$ cat src/rtl/if_id_pkg.sv
// if_id_pkg: shared constants and entry type for the IF/ID boundary queue.
// The canonical NOP and default datapath width live here so fetch, decode
// and the queue agree on what an empty slot looks like.
package if_id_pkg;

   // Default datapath width for PC and instruction words
   localparam int IF_ID_WIDTH = 32;

   // addi x0,x0,0 -- presented to decode whenever the queue has nothing valid
   localparam logic [31:0] NOP_INSTR = 32'h0000_0013;

   // One queued fetch result
   typedef struct packed {
      logic [IF_ID_WIDTH-1:0] pc;
      logic [IF_ID_WIDTH-1:0] instr;
   } if_id_entry_t;

endpackage : if_id_pkg

$ cat src/rtl/if_id_queue.sv
// if_id_queue: circular {PC, Instr} buffer between fetch and decode.
// Valid/ready on both sides; flush discards every entry in one cycle.
// Optional feature macro: IF_ID_BYPASS_EN -- when defined, an empty queue
// forwards the incoming fetch combinationally to the decode side.
module if_id_queue
   import if_id_pkg::*;
#(
   parameter int WIDTH = IF_ID_WIDTH,
   parameter int DEPTH = 2
) (
   input  logic                       clk,
   input  logic                       reset,
   input  logic                       flush,
   input  logic                       in_valid,
   input  logic [WIDTH-1:0]           Instr,
   input  logic [WIDTH-1:0]           PC,
   output logic                       in_ready,
   output logic                       out_valid,
   input  logic                       out_ready,
   output logic [WIDTH-1:0]           Curr_Instr,
   output logic [WIDTH-1:0]           Curr_PC,
   output logic [$clog2(DEPTH+1)-1:0] count
);

   localparam int PW = $clog2(DEPTH);
   localparam int CW = $clog2(DEPTH+1);

   logic [PW-1:0]    rd_ptr_q, rd_ptr_d;
   logic [PW-1:0]    wr_ptr_q, wr_ptr_d;
   logic [CW-1:0]    count_q, count_d;
   logic [WIDTH-1:0] pc_mem_q    [DEPTH];
   logic [WIDTH-1:0] instr_mem_q [DEPTH];

   logic bypass_s;
   logic push_s;
   logic pop_s;
   logic take_s;
   logic wr_en_s;

   // Pointer advance with explicit wrap, since DEPTH need not be a power of two
   function automatic logic [PW-1:0] ptr_inc(input logic [PW-1:0] p);
      logic [PW-1:0] r;
      if (p == PW'(DEPTH-1)) begin
         r = PW'(0);
      end else begin
         r = p + PW'(1);
      end
      return r;
   endfunction

   // Handshake and head-of-queue presentation towards fetch and decode
   always_comb begin
      bypass_s = 1'b0;
`ifdef IF_ID_BYPASS_EN
      if ((count_q == CW'(0)) && in_valid && !flush && !reset) begin
         bypass_s = 1'b1;
      end else begin
         bypass_s = 1'b0;
      end
`endif
      in_ready  = (count_q != CW'(DEPTH));
      out_valid = (count_q != CW'(0)) || bypass_s;
      if (bypass_s) begin
         Curr_Instr = Instr;
         Curr_PC    = PC;
      end else if (count_q != CW'(0)) begin
         Curr_Instr = instr_mem_q[rd_ptr_q];
         Curr_PC    = pc_mem_q[rd_ptr_q];
      end else begin
         Curr_Instr = WIDTH'(NOP_INSTR);
         Curr_PC    = WIDTH'(0);
      end
      count = count_q;
   end

   // Next pointers/occupancy: reset, then flush, then push/pop
   always_comb begin
      push_s   = in_valid & in_ready;
      pop_s    = out_valid & out_ready;
      take_s   = bypass_s & out_ready;
      wr_en_s  = 1'b0;
      rd_ptr_d = rd_ptr_q;
      wr_ptr_d = wr_ptr_q;
      count_d  = count_q;
      if (reset || flush) begin
         rd_ptr_d = PW'(0);
         wr_ptr_d = PW'(0);
         count_d  = CW'(0);
      end else if (take_s) begin
         // forwarded straight to decode and consumed: nothing is stored
         count_d = count_q;
      end else begin
         if (push_s) begin
            wr_en_s  = 1'b1;
            wr_ptr_d = ptr_inc(wr_ptr_q);
         end else begin
            wr_en_s = 1'b0;
         end
         if (pop_s) begin
            rd_ptr_d = ptr_inc(rd_ptr_q);
         end else begin
            rd_ptr_d = rd_ptr_q;
         end
         case ({push_s, pop_s})
            2'b10:   count_d = count_q + CW'(1);
            2'b01:   count_d = count_q - CW'(1);
            default: count_d = count_q;
         endcase
      end
   end

   // Control state registers with synchronous reset
   always_ff @(posedge clk) begin
      if (reset) begin
         rd_ptr_q <= PW'(0);
         wr_ptr_q <= PW'(0);
         count_q  <= CW'(0);
      end else begin
         rd_ptr_q <= rd_ptr_d;
         wr_ptr_q <= wr_ptr_d;
         count_q  <= count_d;
      end
   end

   // Entry storage; contents survive flush/reset, validity comes from count
   always_ff @(posedge clk) begin
      if (wr_en_s) begin
         pc_mem_q[wr_ptr_q]    <= PC;
         instr_mem_q[wr_ptr_q] <= Instr;
      end
   end

endmodule : if_id_queue

$ cat config.mk
export PLATFORM = sky130hd
export DESIGN_NAME = if_id_queue
export DESIGN_NICKNAME = d
export VERILOG_FILES = /design/src/rtl/if_id_pkg.sv /design/src/rtl/if_id_queue.sv
export SDC_FILE = /design/constraint.sdc
export NUM_CORES = 1
export LEC_CHECK = 0
export CAP_MARGIN = 20
export CORE_MARGIN = 3
export CORE_UTILIZATION = 46
export CTS_CLUSTER_SIZE = 8
export DETAILED_ROUTE_END_ITERATION = 6
export PLACE_DENSITY = 0.77
export SETUP_SLACK_MARGIN = 0.1
export SLEW_MARGIN = 10
export SYNTH_ARGS = -nofsm -noshare
export SYNTH_HDL_FRONTEND = slang
export SYNTH_SLANG_ARGS = --single-unit
export TNS_END_PERCENT = 20
$ cat constraint.sdc
create_clock -name clk -period 8.8 [get_ports clk]
set_clock_uncertainty 0.2 [all_clocks]
set_input_delay 1.32 -clock clk [delete_from_list [all_inputs] [get_ports clk]]
set_output_delay 1.32 -clock clk [all_outputs]
set_load 0.03 [all_outputs]
Word-level counts from Yosys, hierarchy flattened
Memories as Yosys holds them, arrays and structs flattened. A register that Yosys moved wholly into a read port is not among the register bits.
Cells that the tools add are included.
- memories kept: 2
- output and inout bits: 68
- memory bits (writable): 128
- input port bits: 69
- register bits: 4
- muxes and demuxes: 13
- equality and inequality tests: 3
- add/subtract/negate cells: 4
- reductions and logical operators: 4
- bitwise operators: 2
- memories (memory ; words ; bits a word ; read ports ; clocked after Yosys merged registers in ; wr ports ; line ; RTL):
    instr_mem_q ; 2 ; 32 ; 1 ; 1 ; 1 ; if_id_queue.sv:32 ; logic [WIDTH-1:0] instr_mem_q [DEPTH];
    pc_mem_q ; 2 ; 32 ; 1 ; 1 ; 1 ; if_id_queue.sv:31 ; logic [WIDTH-1:0] pc_mem_q [DEPTH];
- operator list (cell ; count):
    two-way mux 32 bit ; 2
    two-way mux 1 bit ; 10
    one-hot mux 2 bit (2 select lines) ; 1
    nonzero test 2 bit ; 2
    adder 1 bit, second input constant ; 2
    adder 2 x 1 -> 2 bit, second input constant ; 1
    bitwise AND 1 bit ; 2
    equality test 2 x 1 -> 1 bit, second input constant ; 1
    equality test 2 bit, second input constant ; 1
    inequality test 2 bit, second input constant ; 1
    OR reduction 2 bit ; 1
    subtractor 2 x 1 -> 2 bit, second input constant ; 1
    logical OR 1 bit ; 1

Longest topological paths before layout
- depth after elaboration: 6
- mapped depth: 6

Worst setup path after synthesis
OpenSTA, ideal clock, no wires.
- path kind: input to register
- start point: input flush
- end point: memory instr_mem_q[0][0] (netlist name), enable pin
- stages: 3
- arrival: 6.114 ns
- setup slack: 1.922 ns
- required time: 8.035 ns
- path buffers: 1
- path through: or2_2 > clkbuf_1 > nor3_1
- word-level cells in the longest chain between the ends: 4
- RTL lines (item ; line ; RTL):
    from (decl) ; if_id_queue.sv:13 ; input logic flush,
    logical OR 1 bit ; if_id_queue.sv:85 ; if (reset || flush) begin
    two-way mux 1 bit ; if_id_queue.sv:85 ;
    two-way mux 1 bit ; if_id_queue.sv:127 ; if (wr_en_s) begin
    two-way mux 1 bit (implied by the code) ; if_id_queue.sv:129 ; instr_mem_q[wr_ptr_q] <= Instr;
    to (decl) ; if_id_queue.sv:32 ;
No other way between the ends.

Worst setup path after layout
- start point: register count_q[1] (netlist: count[1])
- end point: output Curr_Instr[11]
- word-level cells in the longest chain between the ends: 2
- RTL lines (item ; line ; RTL):
    from (decl) ; if_id_queue.sv:30 ; logic [CW-1:0] count_q, count_d;
    from (signal assigned) ; if_id_queue.sv:121 ; count_q <= count_d;
    nonzero test 2 bit ; if_id_queue.sv:66 ; end else if (count_q != CW'(0)) begin
    two-way mux 32 bit ; if_id_queue.sv:66 ;
    to (decl) ; if_id_queue.sv:20 ; output logic [WIDTH-1:0] Curr_Instr,
No other way between the ends.

==> flow_summary.toml <==
[timing]
fmax_mhz = 237.9
setup_viol = 0
rsz0062_at_grt = "false"
finalCriticalPeriod_ns = 4.204
slew_viol_final = 0
hold_viol = 0
finalSetupTns_ns = 0
slew_headroom = 0.5485
worst_pin_slew_ns = 0.6756
finalCritPeriodShare = 0.4777

[global_route]
grt_usage = 0.1633
grt_max_degree = 65
grt_use_met1 = 0.1885
antenna_found_initial = 0
grt.busiest_layer = "met2"
use_met2 = 0.2791
grt-ovfl-total = 0
grt_pass1_vias = 3126
grt_pass1_wl_mm = 15.59
grt_use_met3 = 0.05895

[run_status]
status = "finished, final reports clean"

[flow_run]
drv_cap = 0

[cells_and_area]
area_delta_synth_final_pct = 41.54
post-route-util = 0.6787
final_nets = 515
antenna_cells = 0
drive_above_1_share = 0.08079

[yosys]
syn_inst = 298
synth-seq-cells = 133
synth_top_cell_by_area = "edfxtp_1"
yosys_warnings = 0
yosysSeqAreaShare = 0.7827
synth.avg_cell_area_sq_um = 16.91
ys_types = 20
synthTopCellsByArea = "edfxtp_1, mux2i_1, nor2_1"
syn_area_sq_mm = 0.005039
syn-num-nets = 368
yosysTopAreaCellShare = 0.7629

[pwr]
power.leakage_nw = 2.312
p_per_area_mw_per_mm2 = 213.1
irDropWorstVdd_v = 0.0001140

[critical_path]
ff2ff_path_depth = 4
cp_slowest_cell = "clkdlybuf4s50_1"
start_kind = "register"
crit_fanout = 36
crit_chain = "nor2_4 -> buf_4 -> nor2_1 -> clkdlybuf4s50_1"
path_class = "reg -> out"
required_ns = 7.28
worst-path-stages = 4
cp-end-kind = "output port"
cpPeakStageDelay_ns = 0.61
cp_num_buf_inv = 2
cp_top_family = "buffers and inverters"
cp.arrival_ns = 2.68

[worst_hold_path]
whs_path_depth = 2
hold_path_class = "reg -> reg"

[floorplan]
die_area_sq_mm = 0.01225
core_area_sq_mm = 0.01051
io_pins = 137
rows = 37
fp.dieW_um = 110.7
start_util = 0.4795
die_y_um = 110.7

[clock_tree]
cts_made_buffers = 17
cts_max_level = 4
post-cts-setup-buffers = 0
cts_resized = 0
clock_path_buffers = 2
cts.clk_slew.worst_paths_ns = 0.06
cts_num_sinks = 133
ctsHoldBuffers = 0
clkLatencyLatePin_ns = 0.51
cts_tree = "built"
cts-root-buf = "clkbuf_8"

[detailed_routing]
drc = 0
routed_wirelength_mm = 9.601
drtIter0Drc = 103
ant_nets = 0
viasPerCell = 4.914
wl_per_cell_um = 16.16
drt_first_pass_iters = 6
num_vias = 2919

[place]
dp_hpwl_mm = 6.218
gp_congestion = 0.7598
io_buffers = 136
## cells by family after synthesis
family / share of synthesized area
compound gates: 0.005464
buf+inv: 0.01887
xor+xnor: 0.005216
simple gates: 0.05811
mux: 0.1271
fa+ha+maj: 0.002483
flops: 0.7827
## worst reg2reg max path, stage by stage, from the launching register on
cell      delay [ns]
dfxtp_1         0.47
nand2b_1        0.24
nand2_1         0.15
nor3_2          0.20
buf_4           0.44
## report_power, final
group          leakage, nW  internal [W]  switching (W)
sequential            1.20      0.000708     0.00000562
combinational        0.828     0.0000677      0.0000763
clock                0.280      0.000432       0.000230
total                 2.31       0.00121       0.000312
## flip-flops by register name, indices dropped and copies added, names as in the netlist, named ones only
register and flops:
instr_mem_q 64, pc_mem_q 64, count 2, rd_ptr_q 1
wr_ptr_q 1
## placed cells by master (no fill, tap or decap), types with 2 or more instances in the layout
master,netlist,routed
nand2_1,4,4
clkinv_2,0,3
a21oi_1,2,2
mux2i_1,64,64
inv_1,3,3
edfxtp_1,128,128
bufinv_16,0,2
clkdlybuf4s50_1,0,136
nor2_1,65,64
dfxtp_1,5,4
nor3_2,0,2
o21ai_0,2,2
clkbuf_8,0,5
buf_4,6,5
xor2_1,2,2
clkbuf_16,0,16
clkbuf_1,1,6
## final cells by class
cell class              instances  area (sq um)
repair buffers                142          1419
multi-input cells             148          1017
flip-flops and latches        133          3948
fillers                       743          3377
inverters                       3         11.26
clock buffers                  27         491.7
clock inverters                 5         75.07
well taps                     136         170.2
## Yosys cell counts
master    instances
edfxtp_1        128
o21ai_0           2
xor2_1            2
nand3_1           1
dfxtp_1           5
or2_2             1
buf_2             7
buf_4             6
xnor2_1           1
mux2i_1          64
or3_1             1
nor2_1           65
a21o_1            1
a21oi_1           2
nor3_1            2
nand2b_1          1
nand2_1           4
clkbuf_1          1
inv_1             3
ha_1              1
## stage by stage
step	instance area (sq um)	std cells	power [W]	hold slack, ns	worst slack, ns
after floorplan	5039	298	0.0007961	0.2725	1.922
after global placement	6545	561	0.0008685	0.2846	5.090
after detailed placement	6545	561	0.0008715	0.3020	5.084
after CTS	7112	593	0.001537	0.3227	4.533
after global routing	7132	594	0.001573	0.3819	4.426
final	7132	594	0.001520	0.3148	4.596
## path summary, 6_finish.rpt
kind / from / end / slack [ns]
max: count[1] / Curr_Instr[11] / 4.60
min: rd_ptr_q / rd_ptr_q / 0.31
max reg2reg: count[0] / instr_mem_q[0][20] / 6.72
min reg2reg: rd_ptr_q / rd_ptr_q / 0.31
## per-layer routing
metal  up-vias  share of wire  routed length, um
li1       1401              -                  -
met1      1403           0.41               3978
met2       103           0.51               4862
met3        12          0.065                624
met4         0          0.014                137
met5         -              0                  0
Note: power is estimated with default switching activity, not from simulation.
